**src/rtl/riscv_pkg.sv**
```systemverilog
// Shared RV32I pipeline types: datapath width, NOP encoding, fetch FSM states
// and the IF/ID slot layout that the ID stage also consumes.
package riscv_pkg;

    localparam int          XLEN      = 32;
    localparam logic [31:0] NOP_INSTR = 32'h00000013;

    typedef enum logic [1:0] {
        REQ  = 2'd0,
        RSP  = 2'd1,
        DROP = 2'd2
    } fetch_state_t;

    typedef struct packed {
        logic            valid;
        logic [XLEN-1:0] pc;
        logic [XLEN-1:0] instr;
    } if_id_t;

    function automatic logic [31:0] sat_inc(input logic [31:0] v);
        return (v == 32'hFFFF_FFFF) ? v : v + 32'd1;
    endfunction

endpackage

```
**src/rtl/if_skid_buf.sv**
```systemverilog
// One-entry holding register for a fetched IF/ID slot; clear wins over load.
module if_skid_buf
    import riscv_pkg::*;
(
    input  logic   clk,
    input  logic   rst,
    input  logic   load,
    input  logic   clear,
    input  if_id_t d,
    output logic   valid,
    output if_id_t q
);

    always_ff @(posedge clk or posedge rst) begin
        if (rst) begin
            q <= '{valid: 1'b0, pc: '0, instr: NOP_INSTR};
        end else if (clear) begin
            q.valid <= 1'b0;
        end else if (load) begin
            q <= d;
        end
    end

    assign valid = q.valid;

endmodule

```
**src/rtl/if_fetch_stage.sv**
```systemverilog
// Instruction fetch: one outstanding imem request, next-PC select, IF/ID register
// with stall/flush and a skid entry. Optional perf counters under IF_PERF_CNT_EN.
module if_fetch_stage
    import riscv_pkg::*;
(
    input  logic            clk,
    input  logic            rst,
    input  logic [XLEN-1:0] pc_i,
    output logic [XLEN-1:0] pc_next_o,
    output logic            imem_req_o,
    output logic [XLEN-1:0] imem_addr_o,
    input  logic            imem_ready_i,
    input  logic            imem_rvalid_i,
    input  logic [XLEN-1:0] imem_rdata_i,
    input  logic            stall_i,
    input  logic            redirect_i,
    input  logic [XLEN-1:0] redirect_pc_i,
    output logic            if_id_valid_o,
    output logic [XLEN-1:0] if_id_pc_o,
    output logic [XLEN-1:0] if_id_instr_o,
`ifdef IF_PERF_CNT_EN
    output logic [31:0]     perf_fetch_cnt_o,
    output logic [31:0]     perf_bubble_cnt_o,
`endif
    output logic [1:0]      dbg_state
);

    // Handshake: a request transfers on a cycle where imem_req_o & imem_ready_i;
    // imem_req_o never depends on imem_ready_i. A response is a single-cycle
    // imem_rvalid_i pulse with no back-pressure, honoured only in RSP/DROP.
    fetch_state_t    state, state_nxt;
    logic [XLEN-1:0] req_pc;
    if_id_t          if_id_q, if_id_d, skid_q, skid_d;
    logic            skid_valid, skid_load, skid_clear;
    logic            accept, deliver, hold;

    assign imem_req_o  = (state == REQ) & ~skid_valid & ~redirect_i;
    assign imem_addr_o = pc_i;
    assign accept      = imem_req_o & imem_ready_i;
    assign deliver     = (state == RSP) & imem_rvalid_i & ~redirect_i;
    assign hold        = stall_i & if_id_q.valid;
    assign dbg_state   = state;

    always_comb begin
        pc_next_o = pc_i;
        if (redirect_i) begin
            pc_next_o = redirect_pc_i;
        end else if (accept) begin
            pc_next_o = pc_i + XLEN'(4);
        end
    end

    always_ff @(posedge clk or posedge rst) begin
        if (rst) begin
            state <= REQ;
        end else begin
            state <= state_nxt;
        end
    end

    always_comb begin
        state_nxt = state;
        case (state)
            REQ:     if (accept) state_nxt = RSP;
            RSP: begin
                if (imem_rvalid_i) begin
                    state_nxt = REQ;
                end else if (redirect_i) begin
                    state_nxt = DROP;
                end
            end
            DROP:    if (imem_rvalid_i) state_nxt = REQ;
            default: state_nxt = REQ;
        endcase
    end

    always_ff @(posedge clk or posedge rst) begin
        if (rst) begin
            req_pc <= '0;
        end else if (accept) begin
            req_pc <= pc_i;
        end
    end

    assign skid_d = '{valid: 1'b1, pc: req_pc, instr: imem_rdata_i};

    // Flush beats stall; a held slot parks the arriving response in the skid.
    always_comb begin
        if_id_d    = if_id_q;
        skid_load  = 1'b0;
        skid_clear = 1'b0;
        if (redirect_i) begin
            if_id_d.valid = 1'b0;
            if_id_d.instr = NOP_INSTR;
            skid_clear    = 1'b1;
        end else if (hold) begin
            skid_load = deliver;
        end else if (skid_valid) begin
            if_id_d    = skid_q;
            skid_clear = 1'b1;
        end else if (deliver) begin
            if_id_d = skid_d;
        end else begin
            if_id_d.valid = 1'b0;
            if_id_d.instr = NOP_INSTR;
        end
    end

    always_ff @(posedge clk or posedge rst) begin
        if (rst) begin
            if_id_q <= '{valid: 1'b0, pc: '0, instr: NOP_INSTR};
        end else begin
            if_id_q <= if_id_d;
        end
    end

    if_skid_buf u_skid (
        .clk   (clk),
        .rst   (rst),
        .load  (skid_load),
        .clear (skid_clear),
        .d     (skid_d),
        .valid (skid_valid),
        .q     (skid_q)
    );

    assign if_id_valid_o = if_id_q.valid;
    assign if_id_pc_o    = if_id_q.pc;
    assign if_id_instr_o = if_id_q.instr;

`ifdef IF_PERF_CNT_EN
    logic        loaded_valid;
    logic [31:0] fetch_cnt, bubble_cnt;

    assign loaded_valid = ~redirect_i & ~hold & if_id_d.valid;

    always_ff @(posedge clk or posedge rst) begin
        if (rst) begin
            fetch_cnt  <= '0;
            bubble_cnt <= '0;
        end else begin
            if (loaded_valid) fetch_cnt <= sat_inc(fetch_cnt);
            if (~stall_i & ~loaded_valid) bubble_cnt <= sat_inc(bubble_cnt);
        end
    end

    assign perf_fetch_cnt_o  = fetch_cnt;
    assign perf_bubble_cnt_o = bubble_cnt;
`endif

endmodule

```
**config.mk**
```make
export PLATFORM = sky130hd
export DESIGN_NAME = if_fetch_stage
export DESIGN_NICKNAME = d
export VERILOG_FILES = /design/src/rtl/riscv_pkg.sv /design/src/rtl/if_skid_buf.sv /design/src/rtl/if_fetch_stage.sv
export SDC_FILE = /design/constraint.sdc
export NUM_CORES = 1
export LEC_CHECK = 0
export CAP_MARGIN = 20
export CORE_ASPECT_RATIO = 0.9
export CORE_MARGIN = 8
export CORE_UTILIZATION = 43
export CTS_CLUSTER_SIZE = 30
export DETAILED_ROUTE_END_ITERATION = 10
export PLACE_DENSITY_LB_ADDON = 0.15
export SYNTH_ARGS = -nofsm -noshare
export SYNTH_HDL_FRONTEND = slang
export SYNTH_SLANG_ARGS = --single-unit
export TNS_END_PERCENT = 20
```
**constraint.sdc**
```tcl
create_clock -name clk -period 5.69 [get_ports clk]
set_input_delay 1.707 -clock clk [delete_from_list [all_inputs] [get_ports clk]]
set_output_delay 1.707 -clock clk [all_outputs]
set_load 0.05 [all_outputs]
```
==> metrics.cfg <==
[synthesis]
synth-edff-count = 0
yosys_warnings = 0
synth-async-reset-ratio = 1.000
syn_nets = 846
synth_xor_area_frac = 0.008802
seq_area_frac_synth = 0.5165
synthAdderAreaFrac = 0.001572
synth_compound_area_frac = 0.1147
yosys.area_share.simple = 0.1229
synth_seq_cells = 164
yosys_most_used_dff = dfrtp_1
synth_area_mm2 = 0.007960
syn-instance-count = 743
synthMuxAreaShare = 0.1759
synth_top_family_by_area = multiplexers
avgSynthCellArea_um2 = 10.71
synth.distinct_cells = 41

[clock_tree]
numCtsBuffers = 17
clk_path_buf_depth = 2
cts_root_buf = clkbuf_16
htreeDepth = 4
path_clk_slew_ns = 0.07
cts.sinks = 164
clk_latency_ns = 0.42
cts_tree = yes

[floorplan]
ios = 234
fp.dieH_um = 145.1
core_mm2 = 0.01829
num_rows = 47
dieWidth_um = 159.4
start_util = 0.4352
die_area_mm2 = 0.02313

[placement]
hpwl_mm = 16.49
globalplace.congestion = 0.8641
post-place-ws_ns = -0.06261
numPlacedInstances = 1182
portBuffers = 233
dpl-instance-area_mm2 = 0.01083

[detailed_routing]
first_pass_iters = 4
routed-via-count = 6478
viasPerCell = 5.323
drc = 0
ant_nets = 0
wire_per_inst_um = 19.24
drtIter0Drc = 321
drt-total-wl_mm = 23.42

[cells_and_area]
diodes = 0
nFillCells = 1476
syn2layout_area_growth_pct = 46.51
drive_gt1_frac = 0.2469
final_area_mm2 = 0.01166
final_util = 0.6377
layout.cells.non_filler = 1217
layout.nets = 1062

[critical_path]
crit_path_start_kind = input pin
critical_path_class = input pin to output pin
cp_data_required_time_ns = 3.98
worstSetupEndpointType = output pin
crit_fanout = 5
crit_arrival_ns = 3.94

[sta]
maxSlewHeadroom = 0.3204
fin_setup_tns_ns = 0
post-route-period-util = 0.9920
slew_violations = 0
worst_slack_ns = 0.04567
fin_skew_ns = 0.01254
hold_viol_final = 0
setup_viol = 0
tightest_slew_ns = 1.019
period_needed_ns = 5.644
rsz0062_at_grt = yes
clock.fmax_mhz = 177.2

[pwr]
switchingPower_uw = 1316
seq_power_share = 0.378
p_int_uw = 2504
p_leak_uw = 0.004895
p_comb_frac = 0.309
vdd_ir_drop_max_uv = 215.7
p_per_area_mw_per_mm2 = 327.6
clkPwrFrac = 0.313
p_sw_frac = 0.3445

[grt]
track_usage = 0.1998
grt_pass1_wl_mm = 37.55
grt_max_degree = 84
grt_remaining_overflow = 0
grt_pass1_vias = 6611
antenna_found_initial = 0

[flow_run]
maxCapViolCount = 0

[status]
status = finished clean

[worst_hold_path]
min_path_type = register to register

[cell usage in the layout, fill, tap and decap left out, drive strengths merged, types with 17 or more instances in the layout]
cell type / instances
nor2: 21
clkbuf: 18
nand2: 94
o21ai: 80
clkdlybuf4s50: 201
buf: 77
a22oi: 32
mux2i: 33
mux2: 95
nand3: 17
or4: 17
dfrtp: 158
[kinds of logic after synthesis]
| group | count (synthesis) |
|---|---|
| xor gates and xnor gates | 8 |
| muxes | 128 |
| DFF | 164 |
| adders and majority gates | 1 |
| buffers and inverters | 92 |
| and+or+nand+nor | 198 |
| AOI/OAI and AO/OA | 152 |
[power groups by stage]
| stage | Combinational [µW] | Clock, µW | Sequential [µW] |
|---|---|---|---|
| after global placement | 1170 | 0 | 1460 |
| final | 1180 | 1200 | 1450 |
| after global routing | 1250 | 1270 | 1470 |
| after detailed placement | 1180 | 0 | 1470 |
| after floorplan | 374 | 0 | 1770 |
| after CTS | 1190 | 1230 | 1450 |
[cells in the mapped netlist (2+ instances only)]
library cell / count / area, µm²
and3_1: 8 / 50.05
o31ai_1: 11 / 82.58
clkbuf_1: 48 / 180.2
inv_1: 9 / 33.78
a31oi_1: 12 / 75.07
nand3_1: 17 / 85.08
nand4_1: 13 / 81.33
o211ai_1: 3 / 22.52
nor2b_1: 6 / 37.54
dfrtp_1: 158 / 3954
nand2_1: 94 / 352.8
or3_1: 4 / 25.02
o21ai_0: 80 / 400.4
and2_1: 3 / 18.77
and4_1: 8 / 70.07
o22ai_1: 3 / 18.77
nor2_1: 21 / 78.83
mux2_2: 95 / 1070
or4_1: 13 / 97.59
xor2_1: 7 / 61.31
nor3_1: 3 / 15.01
nor4_1: 3 / 18.77
dfstp_2: 6 / 157.7
mux2i_1: 33 / 330.3
a21oi_1: 6 / 30.03
a22oi_1: 32 / 240.2
or4_4: 2 / 22.52
buf_4: 32 / 240.2
[state kept, by name, indices dropped and copies added, names as in the netlist]
signal / count
if_id_pc_o: 32
if_id_valid_o: 1
if_id_instr_o: 32
u_skid.q: 64
u_skid.valid: 1
dbg_state: 2
req_pc: 32
[per-layer routing]
layer | part of all wire | wire length (µm) | global-route usage
met3 | 0.071 | 1661 | 0.07353
met4 | 0.011 | 254 | 0.04665
met1 | 0.46 | 10780 | 0.2640
met5 | 0 | 0 | 0
met2 | 0.46 | 10720 | 0.3072
[metrics by stage]
stage / power, µW / hold slack (ns)
after floorplan: 2147 / 0.4652
after global placement: 2627 / 0.4596
after detailed placement: 2642 / 0.4690
after CTS: 3859 / 0.4841
after global routing: 3995 / 0.4927
final: 3821 / 0.4757
[repair_timing]
action,CTS,global route
buffers inserted,1,0
hold buffers,0,0
cloned,2,0
resized for setup,9,22
pin swaps,5,7
endpoints found under the setup margin,7,10
[layout make-up]
cell class | count | area, µm² | share of cell area
Sequential cell | 164 | 4115 | 0.3529
Timing Repair Buffer | 278 | 2992 | 0.2565
Clock buffer | 18 | 429.2 | 0.03680
Clock inverter | 14 | 193.9 | 0.01663
Tap cell | 245 | 306.5 | 0.02628
Inverter | 9 | 37.54 | 0.003219
Multi-Input combinational cell | 489 | 3588 | 0.3077
[worst max-delay path, cell delays in order]
cell and delay (ns):
clkdlybuf4s50_1 0.49, nand4_1 0.11, buf_6 0.15, or4_4 0.56
or4_4 0.57, a31oi_4 0.19, buf_12 0.16
[final timing paths]
kind / from / end / slack, ns / depth (start not counted)
max: pc_i[5] / pc_next_o[25] / 0.05 / 7
min: if_id_instr_o[14] / if_id_instr_o[14] / 0.48 / 2
max reg2reg: u_skid.valid / if_id_instr_o[3] / 3.01 / 6
min reg2reg: if_id_instr_o[14] / if_id_instr_o[14] / 0.48 / 2
max in group asynchronous: rst / if_id_instr_o[0] / 3.26 / 3
min in group asynchronous: rst / if_id_pc_o[26] / 1.63 / 2
No activity file was read; power rests on OpenSTA's default activity.
